===== src/rtl/mmu_subword.sv =====
// Sub-word memory unit: byte/halfword/word loads, SW and read-modify-write SB/SH, with a busy timeout.
// Optional MMU_ALIGN_CHECK_EN rejects misaligned word/halfword ops with bus_err.
module mmu_subword #(
  parameter int unsigned ADDR_WIDTH     = 32,
  parameter int unsigned TIMEOUT_CYCLES = 255
) (
  input  logic                  clk,
  input  logic                  rst,
  input  logic [ADDR_WIDTH-1:0] instr_addr,
  output logic [31:0]           instr_out,
  output logic                  instr_valid,
  input  logic [3:0]            data_opt,
  input  logic [ADDR_WIDTH-1:0] data_addr,
  input  logic [31:0]           data_in,
  output logic [31:0]           data_out,
  output logic                  data_valid,
  output logic                  busy,
  output logic                  bus_err,
  output logic [ADDR_WIDTH-1:0] dev_mem_addr,
  input  logic [31:0]           dev_mem_data_in,
  output logic [31:0]           dev_mem_data_out,
  output logic                  dev_mem_is_write,
  input  logic                  dev_mem_busy
);

  localparam logic [3:0] OpLw  = 4'd1;
  localparam logic [3:0] OpLb  = 4'd2;
  localparam logic [3:0] OpLbu = 4'd3;
  localparam logic [3:0] OpLh  = 4'd4;
  localparam logic [3:0] OpLhu = 4'd5;
  localparam logic [3:0] OpSw  = 4'd6;
  localparam logic [3:0] OpSb  = 4'd7;
  localparam logic [3:0] OpSh  = 4'd8;

  // Abort fires on the busy cycle that would bring the counter up to TIMEOUT_CYCLES.
  localparam logic [15:0] TimeoutLast = 16'(TIMEOUT_CYCLES - 1);

  typedef enum logic [1:0] {StIdle, StLoad, StRmwRd, StStore} state_e;

  state_e                state_q, state_d;
  logic [3:0]            op_q, op_d;
  logic [ADDR_WIDTH-1:0] addr_q, addr_d;
  logic [31:0]           wdata_q, wdata_d;
  logic [15:0]           cnt_q, cnt_d;
  logic [31:0]           data_out_q, data_out_d;
  logic [31:0]           wr_q, wr_d;
  logic                  valid_q, valid_d;
  logic                  err_q, err_d;
  logic                  op_none;
  logic                  misaligned;

  function automatic logic [31:0] load_lane(logic [3:0] op, logic [1:0] a, logic [31:0] w);
    logic [7:0]  b;
    logic [15:0] h;
    b = w[{a, 3'b000} +: 8];
    h = a[1] ? w[31:16] : w[15:0];
    unique case (op)
      OpLb:    return {{24{b[7]}}, b};
      OpLbu:   return {24'h0, b};
      OpLh:    return {{16{h[15]}}, h};
      OpLhu:   return {16'h0, h};
      default: return w;
    endcase
  endfunction

  function automatic logic [31:0] merge(logic [3:0] op, logic [1:0] a, logic [31:0] w,
                                        logic [31:0] d);
    logic [31:0] m;
    m = w;
    if (op == OpSb) begin
      m[{a, 3'b000} +: 8] = d[7:0];
    end else if (a[1]) begin
      m[31:16] = d[15:0];
    end else begin
      m[15:0] = d[15:0];
    end
    return m;
  endfunction

  assign op_none = (data_opt == 4'd0) || (data_opt > OpSh);

`ifdef MMU_ALIGN_CHECK_EN
  assign misaligned = ((data_opt == OpLh || data_opt == OpLhu || data_opt == OpSh) && data_addr[0])
                    || ((data_opt == OpLw || data_opt == OpSw) && (data_addr[1:0] != 2'b00));
`else
  assign misaligned = 1'b0;
`endif

  always_comb begin
    state_d    = state_q;
    op_d       = op_q;
    addr_d     = addr_q;
    wdata_d    = wdata_q;
    cnt_d      = cnt_q;
    data_out_d = data_out_q;
    wr_d       = wr_q;
    valid_d    = 1'b0;
    err_d      = 1'b0;
    unique case (state_q)
      StIdle: begin
        if (!op_none) begin
          op_d    = data_opt;
          addr_d  = data_addr;
          wdata_d = data_in;
          if (misaligned) begin
            err_d = 1'b1;
          end else if (data_opt >= OpLw && data_opt <= OpLhu) begin
            state_d = StLoad;
          end else if (data_opt == OpSw) begin
            state_d = StStore;
            wr_d    = data_in;
          end else begin
            state_d = StRmwRd;
          end
        end
      end
      StLoad: begin
        if (!dev_mem_busy) begin
          data_out_d = load_lane(op_q, addr_q[1:0], dev_mem_data_in);
          valid_d    = 1'b1;
          state_d    = StIdle;
        end
      end
      StRmwRd: begin
        if (!dev_mem_busy) begin
          wr_d    = merge(op_q, addr_q[1:0], dev_mem_data_in, wdata_q);
          state_d = StStore;
        end
      end
      StStore: begin
        if (!dev_mem_busy) begin
          valid_d = 1'b1;
          state_d = StIdle;
        end
      end
      default: state_d = StIdle;
    endcase

    if (state_q != StIdle && dev_mem_busy) begin
      if (cnt_q == TimeoutLast) begin
        state_d    = StIdle;
        err_d      = 1'b1;
        data_out_d = '0;
      end else begin
        cnt_d = cnt_q + 16'd1;
      end
    end
    if (state_d != state_q) begin
      cnt_d = '0;
    end
  end

  always_ff @(posedge clk or posedge rst) begin
    if (rst) begin
      state_q    <= StIdle;
      op_q       <= '0;
      addr_q     <= '0;
      wdata_q    <= '0;
      cnt_q      <= '0;
      data_out_q <= '0;
      wr_q       <= '0;
      valid_q    <= 1'b0;
      err_q      <= 1'b0;
    end else begin
      state_q    <= state_d;
      op_q       <= op_d;
      addr_q     <= addr_d;
      wdata_q    <= wdata_d;
      cnt_q      <= cnt_d;
      data_out_q <= data_out_d;
      wr_q       <= wr_d;
      valid_q    <= valid_d;
      err_q      <= err_d;
    end
  end

  assign instr_out        = dev_mem_data_in;
  assign instr_valid      = (state_q == StIdle) && op_none && !dev_mem_busy;
  assign busy             = (state_q == StIdle) ? !op_none : 1'b1;
  assign dev_mem_addr     = ((state_q == StIdle) ? instr_addr : addr_q) & ~ADDR_WIDTH'(3);
  assign dev_mem_is_write = (state_q == StStore);
  assign dev_mem_data_out = wr_q;
  assign data_out         = data_out_q;
  assign data_valid       = valid_q;
  assign bus_err          = err_q;

endmodule

===== config.mk =====
export PLATFORM = sky130hd
export DESIGN_NAME = mmu_subword
export DESIGN_NICKNAME = d
export VERILOG_FILES = /design/src/rtl/mmu_subword.sv
export SDC_FILE = /design/constraint.sdc
export NUM_CORES = 1
export LEC_CHECK = 0
export BUFFER_PORTS_ARGS = -buffer_cell sky130_fd_sc_hd__buf_2
export CORE_MARGIN = 8
export CORE_UTILIZATION = 46
export CTS_CLUSTER_SIZE = 25
export DETAILED_ROUTE_END_ITERATION = 8
export GPL_ROUTABILITY_DRIVEN = 0
export PLACE_DENSITY = 0.77
export RECOVER_POWER = 25
export SLEW_MARGIN = 0
export SYNTH_ARGS = -nofsm -noshare
export SYNTH_HDL_FRONTEND = slang
export SYNTH_SLANG_ARGS = --single-unit

===== constraint.sdc =====
create_clock -name clk -period 4.8 [get_ports clk]
set_clock_uncertainty 0.1 [all_clocks]
set_input_delay 0.96 -clock clk [delete_from_list [all_inputs] [get_ports clk]]
set_output_delay 0.96 -clock clk [all_outputs]
set_load 0.005 [all_outputs]

==> results of run 1 <==
-- worst register-to-register path, delay by kind of cell (launching register included) --
kind / cells / cell delay [ns]
buf+inv: 1 / 1.46
flops: 1 / 0.39
simple gates: 1 / 0.50
compound gates: 3 / 1.21
-- kinds of logic (layout without fill, tap and decap cells) --
family / count (synthesis) / after routing / share of synthesized area [%]
xor+xnor: 8 / 8 / 0.893
other cells: 1 / 3 / 0.0478
mux: 97 / 97 / 13.7
fa+ha+maj: 7 / 7 / 1.12
buf+inv: 123 / 334 / 8.45
flops: 136 / 136 / 43.4
simple gates: 187 / 187 / 13.6
compound gates: 211 / 211 / 18.8
-- cells in the final DEF (no fill, tap or decap), drive strengths merged, types with 15 or more instances in the layout --
cell type / netlist / routed
buf: 48 / 273
dfrtp: 136 / 136
mux2: 82 / 82
o21ai: 63 / 63
nor2: 43 / 43
nor4: 33 / 33
inv: 28 / 31
o31ai: 25 / 25
a211oi: 24 / 24
nor3: 21 / 21
and3: 20 / 20
a21oi: 20 / 20
clkbuf: 47 / 19
o2bb2ai: 17 / 17
a2111oi: 17 / 17
a221oi: 16 / 16
mux2i: 15 / 15
-- worst max-delay path by stage --
stage / cells after the start / from / slack [ns] / endpoint
finish: 5 / state_q[0]$_DFF_PP0_ / 1.02 / cnt_q[8]$_DFFE_PP0P_
global placement: 6 / data_opt[0] / 1.24 / instr_valid
CTS: 6 / data_opt[0] / 1.23 / instr_valid
global route: 3 / rst / 0.61 / data_out[11]$_DFF_PP0_
detailed placement: 6 / data_opt[0] / 1.23 / instr_valid
floorplan: 1 / rst / 0.10 / addr_q[0]$_DFFE_PP0P_
-- flip-flops by register name (all words and copies together), names as in the netlist --
signal	flops
data_out	32
data_valid	1
state_q	2
cnt_q	16
op_q	4
dev_mem_data_out	32
wdata_q	16
bus_err	1
addr_q	32
-- routing by layer --
metal / part of all wire, % / wire length [um]
met5: 0.21 / 55
met4: 2.9 / 758
met3: 11 / 2950
met2: 45 / 11800
met1: 40 / 10400
-- where the power goes --
group | switching, mW | leakage (nW) | internal (mW)
clock network | 0.521 | 0.276 | 0.765
registers | 0.416 | 1.66 | 1.65
logic | 1.50 | 2.35 | 1.24
total | 2.44 | 4.29 | 3.66
-- layout make-up --
cell class,count,area share [%]
Antenna cell,1,0.0262
Clock buffer,17,4.45
Clock inverter,14,1.57
Inverter,28,1.10
Multi-Input combinational cell,512,39.7
Sequential cell,136,35.6
Tap cell,220,2.88
Timing Repair Buffer,275,14.6
==> flow_summary.json, run 1 <==
{
  "status": "finished, violations left",
  "violations": "capacitance limit, slew limit",
  "path_class": "reg -> reg",
  "setup-tns-final_ns": 0,
  "cp-start-kind": "flop",
  "via_per_inst": 6.05,
  "yosys.area.top_type": "dfrtp_1",
  "syn_inst": 770,
  "regToRegSetupSlack_ns": 1.02,
  "grt_max_degree": 78,
  "p_leak_nw": 4.29,
  "globalRouteTotalUtil_pct": 23.5,
  "cpPeakStageDelay_ns": 1.46,
  "vias": 7275,
  "post-cts-setup-buffers": 0,
  "drtPass1Iterations": 8,
  "ff_latch_area_um2": 3400,
  "cpMaxStageDelayCell": "clkbuf_1",
  "grt_pass1_vias": 7359,
  "root_buffer": "clkbuf_16",
  "utilization_pct": 57.5,
  "timing.hold.ws_ns": 0.392,
  "rsz0062_at_grt": "no",
  "ios": 268,
  "ctsHoldBuffers": 0,
  "hold_viol_final": 0,
  "routedWlPerCell_um": 21.6,
  "max-clock-path-buffers": 2,
  "period_minus_slack_ns": 3.78,
  "die_y_um": 147,
  "finalSetupViolCount": 0,
  "arrival_ns": 4.00,
  "clk_pin_slew_worst_paths_ns": 0.06,
  "hold_end": "data_out[20]$_DFF_PP0_",
  "synthTopCellsByCount": "dfrtp_1, mux2_2, o21ai_0, clkbuf_1, nor2_1",
  "core-area_um2": 16600,
  "yosys-top-cells-area": "dfrtp_1, mux2_2, o21ai_0",
  "synthesis.area_um2": 7850,
  "top_usage_layer": "met2",
  "yosysUniqueCellTypes": 65,
  "hpwl_um": 19400,
  "async_flop_share_pct": 100,
  "drive_gt1_share_pct": 41.4,
  "stdcell_area_um2": 9560,
  "drv_cap": 2,
  "yosysWarningCount": 0,
  "grt_use_met1_pct": 29.2,
  "dieArea_um2": 21500,
  "rows": 47,
  "clkLatencyLatePin_ns": 0.42,
  "placed_area_um2": 9000,
  "grt_pass1_wl_um": 40800,
  "reg2regPathDepth": 5,
  "required_ns": 5.02,
  "timing.final.crit_share_pct": 78.8,
  "drtAntennaViolNets": 0,
  "cp_top_family": "buffers and inverters",
  "min_path_cells": 1,
  "antenna_found_initial": 6,
  "hp-class": "reg -> reg",
  "drc": 0,
  "cp_max_fo": 48,
  "crit-reg2reg-launch": "state_q[0]$_DFF_PP0_",
  "h-tree-depth": 4,
  "irDropWorstVdd_mv": 0.354,
  "cts_resized": 0,
  "crit_chain": "clkbuf_1, o211ai_1, or3_1, a311o_1, a211oi_1",
  "path_buf_inv": 1,
  "tightestPinTransition_ns": 2.86,
  "r2r_end": "cnt_q[8]$_DFFE_PP0P_",
  "yosys.cell_count.top_type": "dfrtp_1",
  "drt_iter0_markers": 708,
  "max_freq_mhz": 264,
  "dp_slack_ns": 1.23,
  "finalNonFillerCells": 1203,
  "nets": 1112,
  "synth_flop_cell": "dfrtp_1",
  "cts_sinks": 136,
  "die_w_um": 147,
  "end_kind": "flop",
  "slew_headroom_pct": -91.0,
  "fillers": 1444,
  "numCtsBuffers": 17,
  "syn_to_final_growth_pct": 21.9,
  "hold_start": "data_out[20]$_DFF_PP0_",
  "drt_wl_total_um": 26000,
  "met2_usage_pct": 36.6,
  "p_per_area_nw_per_um2": 638,
  "synth-edff-count": 0,
  "totalPowerFinal_mw": 6.10,
  "setup_slack_ns": 1.02,
  "use_met3_pct": 9.24,
  "multiInputGateArea_um2": 3800,
  "syn_area_per_cell_um2": 10.2,
  "netlist.area_leader.share_pct": 43.4,
  "grt_overflow": 0,
  "tritoncts": "yes",
  "dpl.cell_count": 1171,
  "seq_area_frac_synth_pct": 43.4,
  "initial_core_util_pct": 47.1,
  "drv_slew": 127,
  "ys_ff_latch": 136,
  "io_buffers": 263
}
No activity file was read; power rests on OpenSTA's default activity.
==> run 2, diff against run 1 <==
--- a/config.mk
+++ b/config.mk
@@ -7,11 +7,11 @@
 export LEC_CHECK = 0
 export BUFFER_PORTS_ARGS = -buffer_cell sky130_fd_sc_hd__buf_2
 export CORE_MARGIN = 8
-export CORE_UTILIZATION = 46
+export CORE_UTILIZATION = 51
 export CTS_CLUSTER_SIZE = 25
 export DETAILED_ROUTE_END_ITERATION = 8
 export GPL_ROUTABILITY_DRIVEN = 0
-export PLACE_DENSITY = 0.77
+export PLACE_DENSITY = 0.81
 export RECOVER_POWER = 25
 export SLEW_MARGIN = 0
 export SYNTH_ARGS = -nofsm -noshare
==> constraint.sdc (replaced) <==
create_clock -name clk -period 3.92 [get_ports clk]
set_clock_uncertainty 0.1 [all_clocks]
set_input_delay 0.784 -clock clk [delete_from_list [all_inputs] [get_ports clk]]
set_output_delay 0.784 -clock clk [all_outputs]
set_load 0.005 [all_outputs]
==> run 2 against run 1 <==
The run still ends with capacitance limit, slew limit left. Critical path depth is the same. Sequential share of layout area shrank 0.27 points. Design area grew 0.76%. Utilization grew 6.2 points. Wire length grew 1.4%. Via count grew 1.5%. Largest power group unchanged.
==> flow_summary.json, run 2 (synthesis results as in run 1) <==
{
  "p_leak_nw": 4.35,
  "clk_pin_slew_worst_paths_ns": 0.06,
  "initial_core_util_pct": 51.8,
  "violations": "capacitance limit, slew limit",
  "dp_slack_ns": 0.795,
  "numCtsBuffers": 17,
  "end_kind": "primary output",
  "status": "finished, violations left",
  "tightestPinTransition_ns": 1.86,
  "setup-tns-final_ns": 0,
  "max-clock-path-buffers": 2,
  "cts_resized": 0,
  "drv_cap": 2,
  "slew_headroom_pct": -24.2,
  "drt_wl_total_um": 26300,
  "regToRegSetupSlack_ns": 0.87,
  "dr_wl_met3_um": 3170,
  "cp-start-kind": "flop",
  "cpMostUsedCell": "buf_4",
  "drtPass1Iterations": 8,
  "post-cts-setup-buffers": 0,
  "finalSetupViolCount": 0,
  "max_freq_mhz": 322,
  "die_w_um": 140,
  "h-tree-depth": 4,
  "final_common_cell": "buf_2",
  "route.met2.wl_um": 12100,
  "hpwl_um": 19800,
  "nets": 1122,
  "cts_sinks": 136,
  "root_buffer": "clkbuf_16",
  "path_class": "reg -> out",
  "grt_overflow": 0,
  "ctsHoldBuffers": 0,
  "arrival_ns": 2.22,
  "drv_slew": 99,
  "fillers": 1228,
  "mostFrequentLayoutCells": "buf_2, dfrtp_1, mux2_2",
  "period_minus_slack_ns": 3.11,
  "crit_chain": "buf_4, nor2_4, buf_4, mux2_2, buf_2",
  "highest_layer": "met4",
  "cp_max_fo": 26,
  "via_per_inst": 6.25,
  "routedLengthMet1_um": 10200,
  "grt_pass1_vias": 7312,
  "routedWlPerCell_um": 22.3,
  "cpMaxStageDelayCell": "nor2_4",
  "ff_latch_area_um2": 3400,
  "io_buffers": 263,
  "hp-class": "in -> async",
  "dpl.cell_count": 1149,
  "hold_viol_final": 0,
  "antenna_found_initial": 0,
  "cpPeakStageDelay_ns": 0.41,
  "globalRouteTotalUtil_pct": 26.5,
  "drc": 0,
  "drive_gt1_share_pct": 42.2,
  "drtAntennaViolNets": 0,
  "setup_slack_ns": 0.812,
  "dieArea_um2": 19600,
  "rsz0062_at_grt": "no",
  "timing.final.crit_share_pct": 79.3,
  "drt_iter0_markers": 678,
  "core-area_um2": 15100,
  "syn_to_final_growth_pct": 22.8,
  "totalPowerFinal_mw": 7.61,
  "grt_max_degree": 64,
  "grt_pass1_wl_um": 40800,
  "die_y_um": 140,
  "rows": 45,
  "irDropWorstVdd_mv": 0.481,
  "utilization_pct": 63.6,
  "multiInputGateArea_um2": 3800,
  "required_ns": 3.04,
  "clkLatencyLatePin_ns": 0.42,
  "finalNonFillerCells": 1182,
  "tritoncts": "yes",
  "vias": 7386,
  "ios": 268,
  "p_per_area_nw_per_um2": 790
}
-- run 2: final cells by class --
type	instances	share of cell area [%]
multi-input cells	512	39.4
flip-flops and latches	136	35.3
repair buffers	285	15.4
clock buffers	18	4.56
well taps	188	2.44
clock inverters	14	1.66
inverters	28	1.10
diodes	1	0.0260
-- run 2: layer usage --
metal	GRT usage, %	up-vias
met5	0	-
met4	10.2	0
met3	10.3	71
met2	42.3	477
met1	31.6	3530
li1	-	3308
-- run 2: power breakdown --
part,internal (mW),switching (mW)
clock network,0.968,0.652
logic,1.59,1.96
registers,2.03,0.416
-- run 2: final timing paths --
path                                              from  cells after the start                               end
max in group asynchronous                          rst                      3  dev_mem_data_out[10]$_DFFE_PP0P_
worst min-delay path                               rst                      2            addr_q[26]$_DFFE_PP0P_
worst max-delay path              state_q[1]$_DFF_PP0_                      5                  dev_mem_addr[22]
min in group clk                data_out[21]$_DFF_PP0_                      1            data_out[21]$_DFF_PP0_
worst min register to register  data_out[21]$_DFF_PP0_                      1            data_out[21]$_DFF_PP0_
worst max register to register   addr_q[0]$_DFFE_PP0P_                      7  dev_mem_data_out[27]$_DFFE_PP0P_
-- run 2: worst max-delay path: cells and delay by family, from the launching register on --
family | cells | cell delay, ns
simple gates | 1 | 0.41
flops | 1 | 0.36
mux | 1 | 0.36
buf+inv | 3 | 0.67
-- run 2: metrics by stage --
stage                     hold slack, ns  area, um^2
after floorplan                    0.375        7850
after global placement             0.368        9070
after detailed placement           0.369        9070
after CTS                          0.281        9670
after global routing               0.400        9630
final                              0.362        9640
==> run 3, diff against run 2 <==
==> constraint.sdc (replaced) <==
create_clock -name clk -period 3.2 [get_ports clk]
set_clock_uncertainty 0.1 [all_clocks]
set_input_delay 0.64 -clock clk [delete_from_list [all_inputs] [get_ports clk]]
set_output_delay 0.64 -clock clk [all_outputs]
set_load 0.005 [all_outputs]
==> run 3 against run 2 <==
The flow now finishes without violations. Sequential cell count unchanged. Power increased by 23%. First-iteration DRC count increased by 38%. Die area unchanged. Register-to-register slack got worse by 0.54 ns. Via count increased by 0.95%. Clock power increased by 22%. Critical path depth increased by 2. Global-route usage increased by 0.63 points. Critical path type is now reg -> reg. Critical endpoint is now dev_mem_data_out[9]$_DFFE_PP0P_. Largest power group unchanged. Highest routed layer is now met5.
==> flow_summary.json, run 3 (synthesis results as in run 1) <==
{
  "drc": 0,
  "die_w_um": 140,
  "max_freq_mhz": 348,
  "tritoncts": "yes",
  "highest_layer": "met5",
  "root_buffer": "clkbuf_16",
  "route.met2.wl_um": 12300,
  "p_per_area_nw_per_um2": 971,
  "cp-start-kind": "flop",
  "timing.final.crit_share_pct": 89.8,
  "reg2regPathDepth": 7,
  "drive_gt1_share_pct": 42.3,
  "mostFrequentLayoutCells": "buf_2, dfrtp_1, mux2_2",
  "ctsHoldBuffers": 0,
  "grt_overflow": 0,
  "hpwl_um": 20000,
  "dr_wl_met3_um": 2990,
  "globalRouteTotalUtil_pct": 27.1,
  "cp_max_fo": 16,
  "end_kind": "flop",
  "irDropWorstVdd_mv": 0.665,
  "drtAntennaViolNets": 0,
  "arrival_ns": 3.06,
  "rows": 45,
  "final_common_cell": "buf_2",
  "slew_headroom_pct": 5.22,
  "nets": 1129,
  "io_buffers": 263,
  "tightestPinTransition_ns": 1.42,
  "required_ns": 3.38,
  "via_per_inst": 6.27,
  "die_y_um": 140,
  "drt_wl_total_um": 26800,
  "clkLatencyLatePin_ns": 0.42,
  "path_class": "reg -> reg",
  "cts_sinks": 136,
  "dp_slack_ns": 0.472,
  "drv_cap": 0,
  "timing.hold.ws_ns": 0.116,
  "vias": 7456,
  "numCtsBuffers": 17,
  "rsz0062_at_grt": "no",
  "cts_resized": 0,
  "grt_pass1_wl_um": 41800,
  "status": "completed",
  "grt_max_degree": 59,
  "initial_core_util_pct": 51.8,
  "grt_pass1_vias": 7304,
  "max-clock-path-buffers": 2,
  "routedLengthMet1_um": 10600,
  "h-tree-depth": 4,
  "antenna_found_initial": 4,
  "drtPass1Iterations": 5,
  "setup_slack_ns": 0.327,
  "ios": 268,
  "core-area_um2": 15100,
  "syn_to_final_growth_pct": 23.2,
  "fillers": 1201,
  "setup-tns-final_ns": 0,
  "routedWlPerCell_um": 22.5,
  "hp-class": "in -> async",
  "dieArea_um2": 19600,
  "post-cts-setup-buffers": 0,
  "drv_slew": 0,
  "clk_pin_slew_worst_paths_ns": 0.06,
  "hold_viol_final": 0,
  "drt_iter0_markers": 936,
  "finalSetupViolCount": 0,
  "period_minus_slack_ns": 2.87,
  "p_leak_nw": 4.37
}
## run 3: final timing paths
kind                                   startpoint                              end  slack (ns)
setup reg to reg            addr_q[1]$_DFFE_PP0P_  dev_mem_data_out[9]$_DFFE_PP0P_        0.33
max in group asynchronous                     rst           data_out[21]$_DFF_PP0_        1.17
hold / removal                                rst           addr_q[26]$_DFFE_PP0P_        0.12
setup / recovery            addr_q[1]$_DFFE_PP0P_  dev_mem_data_out[9]$_DFFE_PP0P_        0.33
hold reg to reg            data_out[23]$_DFF_PP0_           data_out[23]$_DFF_PP0_        0.38
min in group clk                    data_addr[26]           addr_q[26]$_DFFE_PP0P_        0.34
## run 3: final cells by class
class / instances / area, um^2 / share of cell area, %
multi-input combinational: 512 / 3800 / 39.3
clock inverter: 12 / 153 / 1.58
tap: 188 / 235 / 2.43
clock buffer: 20 / 437 / 4.52
sequential: 136 / 3400 / 35.2
antenna: 2 / 5.00 / 0.0518
timing repair buffer: 292 / 1530 / 15.8
inverter: 28 / 106 / 1.10
## run 3: power by group
part	leakage, nW	switching [mW]	internal (mW)
logic	2.43	2.38	1.98
registers	1.66	0.560	2.48
clock network	0.276	0.758	1.22
total	4.37	3.70	5.68
## run 3: critical path, cell delays in order (launching register included)
cell,delay [ns]
dfrtp_1,0.37
inv_1,0.31
ha_1,0.25
nand2b_1,0.49
nor4_1,0.12
a2111oi_0,0.79
buf_4,0.23
o31ai_1,0.07
## run 3: stage by stage
step                      util, %  area, um^2  total power, mW  instances
after floorplan                 -        7850             5.69        771
after global placement       60.1        9110             7.23       1156
after detailed placement     60.1        9110             7.37       1156
after CTS                    64.0        9700             9.38       1188
after global routing         63.8        9670             9.96       1190
final                        63.8        9670             9.38       1190
## run 3: metal layers
metal | up-vias | track usage (%)
met5 | - | 0
li1 | 3321 | -
met4 | 4 | 11.4
met3 | 63 | 9.48
met1 | 3569 | 33.5
met2 | 499 | 42.4
